$ cat src/rtl/chain_driver_sequencer.sv
// rtl/chain_driver_sequencer.sv - multi-channel Next_Edge burst sequencer with thermometer drive-strength enables
// Optional macro CHAIN_DRV_ABORT_EN enables the Abort input and the Aborted flag.
module chain_driver_sequencer #(
    parameter int CHANNELS   = 4,
    parameter int STAGES     = 4,
    parameter int EDGE_CNT_W = 8,
    parameter int GAP_W      = 4,
    localparam int STR_W     = $clog2(STAGES + 1)
) (
    input  logic                         clk,
    input  logic                         rst_n,
    input  logic                         Start,
    input  logic [EDGE_CNT_W-1:0]        Num_Edges,
    input  logic [GAP_W-1:0]             Gap,
    input  logic [STR_W-1:0]             Strength,
    input  logic [CHANNELS-1:0]          Chan_Mask,
    input  logic                         Abort,
    output logic                         Busy,
    output logic                         Done,
    output logic                         Aborted,
    output logic [EDGE_CNT_W-1:0]        Edge_Count,
    output logic [CHANNELS-1:0]          Next_Edge_LowV,
    output logic [CHANNELS*STAGES-1:0]   Drive_En
);

    typedef enum logic [2:0] {
        S_IDLE,
        S_ARM,
        S_LAUNCH,
        S_GAP,
        S_DONE
    } state_t;

    state_t state, state_next;

    logic [EDGE_CNT_W-1:0] num_q;
    logic [GAP_W-1:0]      gap_q;
    logic [STR_W-1:0]      str_q;
    logic [CHANNELS-1:0]   mask_q;
    logic [EDGE_CNT_W-1:0] edge_cnt;
    logic [GAP_W-1:0]      gap_cnt;
    logic [CHANNELS-1:0]   next_edge;
    logic [STR_W-1:0]      str_sat;
    logic [EDGE_CNT_W-1:0] edge_cnt_inc;
    logic                  last_edge;
    logic                  abort_req;
    logic                  active;

`ifdef CHAIN_DRV_ABORT_EN
    assign abort_req = Abort;
`else
    logic abort_unused;
    assign abort_unused = Abort;
    assign abort_req    = 1'b0;
`endif

    assign str_sat      = (Strength > STR_W'(STAGES)) ? STR_W'(STAGES) : Strength;
    assign edge_cnt_inc = edge_cnt + EDGE_CNT_W'(1);
    assign last_edge    = (edge_cnt_inc == num_q);
    assign active       = (state == S_ARM) || (state == S_LAUNCH) || (state == S_GAP);

    always_ff @(posedge clk or negedge rst_n) begin
        if (!rst_n) begin
            state <= S_IDLE;
        end else begin
            state <= state_next;
        end
    end

    // Gap=0 chains LAUNCH back-to-back so edges are spaced Gap+1 clocks apart.
    always_comb begin
        state_next = state;
        case (state)
            S_IDLE: begin
                if (Start) state_next = S_ARM;
            end
            S_ARM: begin
                if (abort_req || num_q == '0) state_next = S_DONE;
                else                          state_next = S_LAUNCH;
            end
            S_LAUNCH: begin
                if (abort_req || last_edge) state_next = S_DONE;
                else if (gap_q == '0)       state_next = S_LAUNCH;
                else                        state_next = S_GAP;
            end
            S_GAP: begin
                if (abort_req)          state_next = S_DONE;
                else if (gap_cnt == '0) state_next = S_LAUNCH;
            end
            S_DONE: begin
                state_next = S_IDLE;
            end
            default: begin
                state_next = S_IDLE;
            end
        endcase
    end

    always_ff @(posedge clk or negedge rst_n) begin
        if (!rst_n) begin
            num_q     <= '0;
            gap_q     <= '0;
            str_q     <= '0;
            mask_q    <= '0;
            edge_cnt  <= '0;
            gap_cnt   <= '0;
            next_edge <= '0;
        end else begin
            case (state)
                S_IDLE: begin
                    if (Start) begin
                        num_q    <= Num_Edges;
                        gap_q    <= Gap;
                        str_q    <= str_sat;
                        mask_q   <= Chan_Mask;
                        edge_cnt <= '0;
                    end
                end
                S_LAUNCH: begin
                    if (!abort_req) begin
                        next_edge <= next_edge ^ mask_q;
                        edge_cnt  <= edge_cnt_inc;
                        if (gap_q != '0) gap_cnt <= gap_q - GAP_W'(1);
                    end
                end
                S_GAP: begin
                    if (!abort_req && gap_cnt != '0) gap_cnt <= gap_cnt - GAP_W'(1);
                end
                default: begin
                end
            endcase
        end
    end

`ifdef CHAIN_DRV_ABORT_EN
    logic aborted_q;

    always_ff @(posedge clk or negedge rst_n) begin
        if (!rst_n) begin
            aborted_q <= 1'b0;
        end else if (state == S_IDLE && Start) begin
            aborted_q <= 1'b0;
        end else if (active && abort_req) begin
            aborted_q <= 1'b1;
        end
    end

    assign Aborted = aborted_q;
`else
    assign Aborted = 1'b0;
`endif

    always_comb begin
        Drive_En = '0;
        for (int c = 0; c < CHANNELS; c++) begin
            for (int i = 0; i < STAGES; i++) begin
                Drive_En[c*STAGES + i] = active && mask_q[c] && (i < int'(str_q));
            end
        end
    end

    assign Busy           = active;
    assign Done           = (state == S_DONE);
    assign Edge_Count     = edge_cnt;
    assign Next_Edge_LowV = next_edge;

endmodule

$ cat config.mk
export PLATFORM = sky130hd
export DESIGN_NAME = chain_driver_sequencer
export DESIGN_NICKNAME = d
export VERILOG_FILES = /design/src/rtl/chain_driver_sequencer.sv
export SDC_FILE = /design/constraint.sdc
export NUM_CORES = 1
export LEC_CHECK = 0
export CAP_MARGIN = 20
export CORE_ASPECT_RATIO = 0.8
export CORE_UTILIZATION = 40
export DETAILED_ROUTE_END_ITERATION = 8
export GPL_ROUTABILITY_DRIVEN = 0
export GPL_TIMING_DRIVEN = 0
export PLACE_DENSITY = 0.68
export SYNTH_ARGS = -nofsm -noshare
export SYNTH_HDL_FRONTEND = slang
export SYNTH_SLANG_ARGS = --single-unit
export TNS_END_PERCENT = 1
$ cat constraint.sdc
create_clock -name clk -period 2.54 [get_ports clk]
set_input_delay 0.254 -clock clk [delete_from_list [all_inputs] [get_ports clk]]
set_output_delay 0.254 -clock clk [all_outputs]
set_load 0.02 [all_outputs]
# Word-level counts from Yosys, hierarchy flattened
# Index checks and enable logic that the tools add are counted.
[totals]
reg_bits = 38
[classes]
n_eq_ne = 9
addsub = 3
bitwise_logic = 1
magnitude_cmp = 5
reduce_logical = 34
muxes = 12
[ops]
columns = ["op", "n"]
rows = [
  ["1-bit logical AND", 20],
  ["8-bit case mux with 2 select lines", 1],
  ["3-bit 2-to-1 mux", 5],
  ["3-bit case mux with 4 select lines", 1],
  ["8-bit by 1-bit adder with 8-bit output, second input constant", 1],
  ["8-bit == test", 1],
  ["4-bit logical NOT", 2],
  ["8-bit logical NOT", 1],
  ["4-bit 2-to-1 mux", 2],
  ["8-bit 2-to-1 mux", 1],
  ["4-bit case mux with 2 select lines", 1],
  ["4-bit nonzero test", 2],
  ["4-bit by 1-bit subtractor with 4-bit output, second input constant", 2],
  ["3-bit by 2-bit == test with 1-bit output, second input constant", 2],
  ["1-bit by 3-bit less-than comparator with 1-bit output, first input constant", 2],
  ["2-bit by 3-bit less-than comparator with 1-bit output, first input constant", 2],
  ["2-bit by 1-bit != test with 1-bit output, second input constant", 3],
  ["2-bit AND reduction", 3],
  ["2-bit nonzero test", 2],
  ["4-bit bitwise XOR", 1],
  ["3-bit by 1-bit == test with 1-bit output, second input constant", 1],
  ["3-bit == test, second input constant", 1],
  ["3-bit > comparator, second input constant", 1],
  ["3-bit logical NOT", 1],
  ["other kinds (4)", 5],
]

# Depth between registers and ports, before layout
# Gate-level depths: netlist (run 1).
[depth]
ltp_word = 5
ltp_mapped = 7
ltp_nobuf = 6

# Least setup slack after synthesis (run 1)
# No wires, ideal clock.
[synth_path]
path_type = "flip-flop to flip-flop"
from = "reg edge_cnt[0] (netlist: Edge_Count[0])"
to = "reg state[1]"
required_time_ns = 2.398
setup_ns = 0.142
stages_incl_launch_ff = 7
path_buffers = 0
arrival_ns = 2.043
path_slack_ns = 0.355
synth_period_minus_slack_ns = 2.185
cell_sequence = "dfrtp_1 ha_1 nand3_2 xnor2_1 or3_1 a2111oi_4 o32ai_1"
[synth_via]
elab_chain_len = 4
[synth_lines]
columns = ["element", "line", "text"]
rows = [
  ["start, declared", "40", "logic [EDGE_CNT_W-1:0] edge_cnt;"],
  ["start signal, assigned", "122", "edge_cnt <= edge_cnt_inc;"],
  ["8-bit by 1-bit adder with 8-bit output", "58", "assign edge_cnt_inc = edge_cnt + EDGE_CNT_W'(1);"],
  ["8-bit == test", "59", "assign last_edge = (edge_cnt_inc == num_q);"],
  ["3-bit 2-to-1 mux", "82", "if (abort_req || last_edge) state_next = S_DONE;"],
  ["3-bit case mux with 4 select lines", "73", "case (state)"],
  ["end signal, assigned", "66", "state <= state_next;"],
  ["end, declared", "34", "state_t state, state_next;"],
]
# Every way passes these cells.
# A chain may end at the register's enable or synchronous reset.

# Worst setup path after layout (run 1)
[layout_path]
from = "reg state[1]"
to = "out Drive_En[2]"
[layout_via]
elab_chain_len = 5
word_cells_on_any_way = 7
[layout_lines]
columns = ["element", "line", "text"]
rows = [
  ["3-bit by 1-bit == test with 1-bit output / 3-bit by 2-bit == test with 1-bit output (equally long branches)", "60", "assign active = (state == S_ARM) || (state == S_LAUNCH) || (state == S_GAP);"],
  ["1-bit logical OR", "60", ""],
  ["1-bit logical OR (*)", "60", ""],
  ["1-bit logical AND (*) (2 in a row)", "157", "Drive_En[c*STAGES + i] = active && mask_q[c] && (i < int'(str_q));"],
  ["end, declared", "23", "output logic [CHANNELS*STAGES-1:0] Drive_En"],
]
# Mark *: on every way between the ends. The rest lies on a longest branch, timed or not.

==> results of run 1 <==
through the flow:
step	hold slack, ns	std cells	util (%)	setup WS (ns)
after floorplan	-0.04159	208	-	0.3551
after global placement	0.4597	321	53.50	0.2688
final	0.07850	328	55.02	0.2478
after global routing	0.1537	328	55.02	0.1266
after CTS	0.1023	328	54.97	0.08898
after detailed placement	0.4129	321	53.40	0.2930
cell type report:
class,instances,area (µm²),share of cell area (%)
Buffer,12,53.80,1.953
Clock buffer,5,68.82,2.498
Clock inverter,2,10.01,0.3633
Inverter,7,26.28,0.9537
Multi-Input combinational cell,151,1062,38.56
Sequential cell,38,950.9,34.51
Tap cell,62,77.57,2.816
Timing Repair Buffer,51,505.5,18.35
worst max-delay path, cell delays in order (launching register included):
cell and delay (ns):
dfrtp_1 0.32, buf_2 0.18, nor2_1 0.09, nor2_2 0.27, nand2_1 0.15, nor2_1 0.13, clkdlybuf4s50_1 0.61
cells by family (layout without fill, tap and decap cells):
family,count (synthesis),in the layout,share of synthesized area [%]
AND/OR/NAND/NOR,71,71,17.06
AO/OA/AOI/OAI,43,43,15.56
flip-flops,38,38,45.48
multiplexers,23,23,12.09
buffers and inverters,19,77,3.831
XOR/XNOR,11,11,4.608
adder cells (fa/ha/maj),2,2,1.197
other,1,1,0.1794
report_power, final:
part,internal [W],switching (W)
logic,0.000932,0.00100
clock network,0.000184,0.000214
registers,0.000869,0.000256
state kept, by name, indices dropped and copies added, names as in the netlist:
signal          cells
state               3
Next_Edge_LowV      4
str_q               3
gap_q               4
num_q               8
Edge_Count          8
gap_cnt             4
mask_q              4
metal layers:
layer | share of wire, % | vias up | track usage, %
li1 | - | 866 | -
met1 | 50 | 834 | 23.68
met2 | 45 | 35 | 28.69
met3 | 4.0 | 4 | 4.461
met4 | 0.83 | 0 | 5.819
met5 | 0 | - | 0
worst max-delay path by stage:
stage	from	to	cells past startpoint
finish	state[1]$_DFFE_PN0P_	Drive_En[2]	6
global route	Edge_Count[0]$_DFFE_PN0P_	state[1]$_DFFE_PN0P_	6
CTS	state[1]$_DFFE_PN0P_	Drive_En[0]	6
detailed placement	Edge_Count[0]$_DFFE_PN0P_	state[0]$_DFFE_PN0P_	6
global placement	rst_n	mask_q[3]$_DFFE_PN0P_	1
floorplan	Edge_Count[0]$_DFFE_PN0P_	state[1]$_DFFE_PN0P_	6
cell usage after synthesis (2+ instances only):
library cell / instances / share of area (%)
dfrtp_1: 38 / 45
nor2_1: 27 / 4.8
mux2_2: 18 / 9.7
o21ai_0: 14 / 3.4
nand2_1: 13 / 2.3
and3_1: 7 / 2.1
clkbuf_1: 7 / 1.3
inv_1: 7 / 1.3
xnor2_1: 7 / 2.9
a21oi_1: 6 / 1.4
mux2i_1: 5 / 2.4
buf_2: 4 / 0.96
nand3_1: 4 / 0.96
nor3_1: 4 / 0.96
xor2_1: 4 / 1.7
nor4_1: 3 / 0.90
a211oi_1: 2 / 0.72
a22o_1: 2 / 0.84
ha_1: 2 / 1.2
nand3_2: 2 / 0.96
nand3b_1: 2 / 0.72
nand4_1: 2 / 0.60
o311ai_0: 2 / 0.84
o31ai_1: 2 / 0.72
o41ai_1: 2 / 0.84
repair_timing:
action,CTS,global route
hold buffers,0,0
hold endpoints to repair,0,0
endpoints found under the setup margin,0,10
resized for setup,0,1
layout by cell type (no fill, tap or decap), types with 3 or more instances in the layout:
master	instances
nand3_1	4
buf_2	5
clkbuf_8	5
mux2_2	18
clkbuf_1	7
clkdlybuf4s50_1	50
dfrtp_1	38
xor2_1	4
nor4_1	3
nor3_1	4
o21ai_0	14
nand2_1	13
a21oi_1	6
and3_1	7
mux2i_1	5
nor2_1	26
xnor2_1	7
inv_1	7
==> impl_metrics.toml, run 1 <==
[status]
status = "complete, no violations"

[logic_synthesis]
avgSynthCellArea_um2 = 10.05
syn_nets = 233
synthArstFlopShare_pct = 100.0
yosysWarnings = 0
synth_cell_types = 47
ys.flop_type = "dfrtp_1"
synth-seq-cells = 38
seq_area_frac_synth_pct = 45.48
syn_inst = 208
synth_edf_count = 0
syn-cell-area_mm2 = 0.002091

[detailed_routing]
drtAntennaViolNets = 0
wl_um = 4571
dr.pass1.iters = 6
vias_per_cell = 5.302
drc_errors = 0
drt-initial-drc-count = 78
vias = 1739
wl_per_cell_um = 13.94

[sta]
fin_crit_sh_pct = 90.24
rsz0062_at_grt = "no"
fin_tns_setup_ns = 0
hold_viol = 0
fmax_mhz = 436.3
final.min_clock_period_ns = 2.292
slew_headroom_pct = 42.08
tightestPinTransition_ns = 0.8688
skew_ns = 0.006586
setup_viol = 0
maxSlewViolCount = 0

[setup_path]
cp-start-kind = "flop"
cp.required_ns = 2.29
ff2ff_path_depth = 6
cp_max_fo = 10
r2r_slack_ns = 0.28
worstSetupPathType = "reg -> out"
r2r_end = "state[1]$_DFFE_PN0P_"
r2r_start = "Edge_Count[0]$_DFFE_PN0P_"
critPathArrivalTime_ns = 2.04
endpoint_kind = "primary output"

[floorplan]
core_mm2 = 0.005007
row_count = 23
start_util_pct = 41.75
die_h_um = 66.67
die_area_mm2 = 0.005522
ioPinCount = 54
die_w_um = 82.83

[clocking]
cts_setup_buffers = 0
clk_pin_slew_worst_paths_ns = 0.07
cts_made_buffers = 5
clockBufferDepth = 2
cts_tree = "yes"
clk_latency_ns = 0.29
cts_root_buf = "clkbuf_8"
htreeDepth = 2
clock-sinks = 38

[final_layout]
drive_gt1_share_pct = 14.29
n_antenna_cell = 0
num-fill-cells = 497
area_delta_synth_final_pct = 31.78
nNetsFinal = 291
final_area_mm2 = 0.002755

[placed_design]
dpl.hpwl_um = 3294
post_dp_cell_area_mm2 = 0.002674
io_buffers = 51

[global_routing]
grt_max_degree = 39
grt_overflow = 0
grt_antenna_before_repair = 0
grt_pass1_wl_um = 7776
grt.total_usage_pct = 17.82
grt_pass1_vias = 1632

[pwr]
powerDensity_mw_per_mm2 = 1255
irDropWorstVdd_mv = 0.5850
total_power_w = 0.003458
leakagePower_nw = 1.120

[job]
drv_cap = 0

[hold_path]
worstHoldPathType = "in -> async"
No activity file was read; power rests on OpenSTA's default activity.
==> run 2, diff against run 1 <==
DONT_BUFFER_PORTS = 1   (was not set)
GPL_TIMING_DRIVEN = not set   (was 0)
PLACE_DENSITY = not set   (was 0.68)
==> run 2 against run 1 <==
Compared with the run above:
- worst hold slack gained 0.025 ns
- non-clock buffer count shrank 54
- combinational power shrank 23%
- final cell count shrank 16%
- die area is the same
- largest power group unchanged
- highest routed layer unchanged
- largest cell class unchanged
==> impl_metrics.toml, run 2 (same netlist as run 1, synthesis figures left out) <==
[detailed_routing]
wl_um = 4435
vias = 1555
drc_errors = 0
dr.pass1.iters = 4
wl_per_cell_um = 16.13
vias_per_cell = 5.655
drt-initial-drc-count = 38
drtAntennaViolNets = 0

[setup_path]
cpMaxStageDelayCell = "dfrtp_1"
ff2ff_path_depth = 5
worstSetupPathType = "reg -> out"
cp-start-kind = "flop"
slowest_delay_ns = 0.51
r2r_end = "state[1]$_DFFE_PN0P_"
startpoint = "state[1]$_DFFE_PN0P_"
cp_max_fo = 10
path_cells = "nor2_1, nor2_1, nand2_1, nor2_1"
cp.required_ns = 2.29
r2r_slack_ns = 0.42
cpMostUsedCell = "nor2_1"
critPathArrivalTime_ns = 1.89
crit_path_end = "Drive_En[2]"
r2r_start = "Edge_Count[2]$_DFFE_PN0P_"
endpoint_kind = "primary output"

[final_layout]
layout_commonest_cell = "dfrtp_1"
utilization_pct = 46.73
n_antenna_cell = 0
nNetsFinal = 237
final_area_mm2 = 0.002340
area_delta_synth_final_pct = 11.91
layout.cells.most_common_list = "dfrtp_1 (38), nor2_1 (27), mux2_2 (18), o21ai_0 (14), nand2_1 (13)"
num-fill-cells = 496
drive_gt1_share_pct = 18.78

[job]
drv_cap = 0

[status]
status = "complete, no violations"

[floorplan]
die_w_um = 82.83
start_util_pct = 41.75
die_area_mm2 = 0.005522
ioPinCount = 54
core_mm2 = 0.005007
die_h_um = 66.67
row_count = 23

[sta]
hold_viol = 0
slew_headroom_pct = 53.05
fin_tns_setup_ns = 0
worst_slack_ns = 0.3925
rsz0062_at_grt = "no"
fmax_mhz = 465.7
setup_viol = 0
tightestPinTransition_ns = 0.6989
final.min_clock_period_ns = 2.147
skew_ns = 0.006814
fin_crit_sh_pct = 84.55
maxSlewViolCount = 0

[clocking]
htreeDepth = 2
clock-sinks = 38
cts_root_buf = "clkbuf_8"
cts_tree = "yes"
clockBufferDepth = 2
clk_pin_slew_worst_paths_ns = 0.08
cts_made_buffers = 5
clk_latency_ns = 0.29

[global_routing]
grt.total_usage_pct = 17.30
grt_pass1_vias = 1432
grt_pass1_wl_um = 7320
grt_antenna_before_repair = 0
grt_max_degree = 39
grt_overflow = 0

[placed_design]
io_buffers = 0
post_dp_cell_area_mm2 = 0.002167
dpl.hpwl_um = 3157
pre_cts_ws_ns = 0.4263

[pwr]
powerDensity_mw_per_mm2 = 1420
leakagePower_nw = 0.9727
irDropWorstVdd_mv = 0.7181

[hold_path]
worstHoldPathType = "in -> reg"
==> run 2: changes by cell type in the layout (fill, tap and decap cells not counted) <==
cell,delta
nor2_1,+1
buf_4,+6
dlygate4sd3_1,+1
clkbuf_1,-7
nor2_2,-1
clkdlybuf4s50_1,-50
bufinv_16,+2
buf_12,+1
clkbuf_8,+1
clkinv_2,-2
buf_2,-5
==> run 2: where the power goes <==
| part | total [W] | leakage [nW] | internal [W] | switching, W |
|---|---|---|---|---|
| combinational | 0.00148 | 0.434 | 0.000608 | 0.000872 |
| sequential | 0.00120 | 0.468 | 0.000869 | 0.000330 |
| clock | 0.000643 | 0.0714 | 0.000419 | 0.000224 |
| total | 0.00332 | 0.973 | 0.00190 | 0.00143 |
==> run 2: worst max-delay path, delay by kind of cell (launching register included) <==
kind	cells	cell delay, ns
AND/OR/NAND/NOR	4	1.09
flip-flops	1	0.51
==> run 2: layout make-up <==
| class | instances | area, µm² | area share (%) |
|---|---|---|---|
| clock buffer | 6 | 82.58 | 3.529 |
| sequential | 38 | 950.9 | 40.64 |
| inverter | 7 | 26.28 | 1.123 |
| tap | 62 | 77.57 | 3.316 |
| multi-input combinational | 151 | 1060 | 45.29 |
| clock inverter | 2 | 60.06 | 2.567 |
| timing repair buffer | 9 | 82.58 | 3.529 |
==> run 2: metrics by stage <==
step,total power [W],hold slack [ns],instances
6_report,0.003322,0.1033,275
5_1_grt,0.003582,0.07914,275
4_1_cts,0.003347,0.09181,275
3_5_place_dp,0.002679,-0.04039,265
3_3_place_gp,0.002648,-0.04059,265
2_1_floorplan,0.002380,-0.04159,208
==> run 2: timing repair <==
action | 4_1_cts | 5_1_grt
endpoints found under the hold margin | 38 | 0
endpoints found under the setup margin | 0 | 0
gates resized for setup | 0 | 0
setup buffers | 0 | 0
hold buffers | 2 | 0
==> run 2: worst min path at each step <==
stage / startpoint / cells after the start / to
6_report: Chan_Mask[2] / 1 / mask_q[2]$_DFFE_PN0P_
5_1_grt: Chan_Mask[2] / 1 / mask_q[2]$_DFFE_PN0P_
4_1_cts: Chan_Mask[2] / 1 / mask_q[2]$_DFFE_PN0P_
3_5_place_dp: rst_n / 0 / Edge_Count[4]$_DFFE_PN0P_
3_3_place_gp: rst_n / 0 / Edge_Count[7]$_DFFE_PN0P_
2_1_floorplan: rst_n / 0 / Edge_Count[0]$_DFFE_PN0P_
==> run 2: metal layers <==
layer	up-vias	track usage (%)	part of all wire [%]
met5	-	0	0
met4	0	4.526	0.32
met1	749	22.59	46
li1	763	-	-
met2	41	25.51	45
met3	2	8.426	8.1
==> run 3, diff against run 2 <==
clock period = 2.1 ns   (was 2.54 ns; I/O delays follow)
==> run 3 against run 2 <==
Compared with the run above:
- core utilization increased by 2.1 points
- non-clock buffer count increased by 19
- critical endpoint is now state[0]$_DFFE_PN0P_
- clock skew decreased by 0.0014 ns
- largest power group unchanged
- first-iteration DRC count increased by 130%
- final cell count increased by 6.9%
- worst hold slack got worse by 0.033 ns
- global-route usage decreased by 0.18 points
- count of clock-buffer cells in the layout increased by 1
==> impl_metrics.toml, run 3 (same netlist as run 1, synthesis figures left out) <==
[job]
drv_cap = 0

[setup_path]
endpoint_kind = "flop"
path_cells = "ha_2, nand3_2, xnor2_1, or3_1, a2111oi_4, a211oi_1"
cp-start-kind = "flop"
critPathArrivalTime_ns = 2.13
cpMaxStageDelayCell = "a2111oi_4"
slowest_delay_ns = 0.44
cp.required_ns = 2.26
cp_max_fo = 4
worstSetupPathType = "reg -> reg"

[sta]
maxSlewViolCount = 0
slew_headroom_pct = 51.08
rsz0062_at_grt = "no"
tightestPinTransition_ns = 0.7282
final.min_clock_period_ns = 1.971
setup_viol = 0
fin_tns_setup_ns = 0
hold_viol = 0
skew_ns = 0.005382
fmax_mhz = 507.3
fin_crit_sh_pct = 93.87

[final_layout]
area_delta_synth_final_pct = 17.00
n_antenna_cell = 0
num-fill-cells = 485
layout_commonest_cell = "dfrtp_1"
multiInputGateArea_mm2 = 0.001072
layout.cells.most_common_list = "dfrtp_1 (36), nor2_1 (26), buf_4 (26), mux2_2 (18), o21ai_0 (14)"
nNetsFinal = 256
drive_gt1_share_pct = 27.16
utilization_pct = 48.85
seqCellArea_um2 = 953.4

[detailed_routing]
drtAntennaViolNets = 0
vias_per_cell = 5.622
vias = 1653
wl_per_cell_um = 15.23
drc_errors = 0
dr.pass1.iters = 4
wl_um = 4477
drt-initial-drc-count = 88

[pwr]
leakagePower_nw = 1.046
powerDensity_mw_per_mm2 = 1641
irDropWorstVdd_mv = 0.8368

[clocking]
clockBufferDepth = 2
clock-sinks = 38
clk_latency_ns = 0.29
cts_root_buf = "clkbuf_8"
cts_tree = "yes"
clk_pin_slew_worst_paths_ns = 0.08
htreeDepth = 2
cts_made_buffers = 5

[global_routing]
grt_pass1_wl_um = 7541
grt_pass1_vias = 1547
grt_max_degree = 39
grt_antenna_before_repair = 0
grt.total_usage_pct = 17.12
grt_overflow = 0

[floorplan]
start_util_pct = 41.75
die_area_mm2 = 0.005522
die_w_um = 82.83
row_count = 23
die_h_um = 66.67
core_mm2 = 0.005007
ioPinCount = 54

[hold_path]
worstHoldPathType = "in -> reg"

[placed_design]
io_buffers = 0
dpl.hpwl_um = 3248

[status]
status = "complete, no violations"
-- run 3: changes by cell type in the layout (fill, tap and decap cells not counted), moves of 2 or more --
cell,previous run,this run
buf_4,7,26
bufinv_16,2,0
dfrtp_1,38,36
dfrtp_2,0,2
-- run 3: final timing paths --
path                       slack, ns                 startpoint                         to  cells after the start
setup / recovery                0.13  Edge_Count[0]$_DFFE_PN0P_       state[0]$_DFFE_PN0P_                      6
hold / removal                  0.07               Num_Edges[4]       num_q[4]$_DFFE_PN0P_                      1
setup reg to reg                0.13  Edge_Count[0]$_DFFE_PN0P_       state[0]$_DFFE_PN0P_                      6
hold reg to reg                 0.55       gap_q[3]$_DFFE_PN0P_       gap_q[3]$_DFFE_PN0P_                      1
max in group asynchronous       1.52                      rst_n  Edge_Count[1]$_DFFE_PN0P_                      2
min in group asynchronous       0.37                      rst_n  Edge_Count[6]$_DFFE_PN0P_                      2
-- run 3: critical path, delay by kind of cell (launching register included) --
kind | cells | cell delay, ns
adder cells (fa/ha/maj) | 1 | 0.24
XOR/XNOR | 1 | 0.17
AO/OA/AOI/OAI | 2 | 0.57
AND/OR/NAND/NOR | 2 | 0.50
flip-flops | 1 | 0.36
-- run 3: area by class of cell --
| type | instances | area share (%) |
|---|---|---|
| Inverter | 7 | 1.074 |
| Sequential cell | 38 | 38.98 |
| Timing Repair Buffer | 28 | 9.207 |
| Clock buffer | 7 | 3.529 |
| Tap cell | 62 | 3.171 |
| Clock inverter | 1 | 0.2046 |
| Multi-Input combinational cell | 151 | 43.84 |
-- run 3: power by group --
part           leakage (nW)  internal, W  switching, W
Clock                0.0482     0.000265      0.000257
Combinational         0.532     0.000934       0.00110
Sequential            0.465      0.00105      0.000405
Total                  1.05      0.00225       0.00176
-- run 3: stage by stage --
stage / instance area (µm²) / hold WS, ns / cells / setup slack, ns / total power (W)
after global placement: 2312 / -0.08447 / 284 / 0.07052 / 0.003431
after CTS: 2434 / 0.06406 / 294 / 0.04567 / 0.004023
final: 2446 / 0.07053 / 294 / 0.1288 / 0.004014
after floorplan: 2093 / -0.08559 / 208 / 0.02343 / 0.002883
after detailed placement: 2312 / -0.08442 / 284 / 0.07546 / 0.003474
after global routing: 2446 / 0.05392 / 294 / 0.008207 / 0.004349
-- run 3: layer usage --
metal	GRT usage, %	wire length [µm]	up-vias	share of wire, %
met5	0	0	-	0
met4	4.526	25	0	0.56
met3	6.072	347	6	7.8
met2	25.82	1887	53	42
met1	23.30	2217	798	50
li1	-	-	796	-
-- run 3: repair_timing --
item,CTS,global route
endpoints found under the setup margin,0,12
gates resized for setup,0,4
hold buffers,2,0
endpoints found under the hold margin,38,0
buffers inserted,0,0
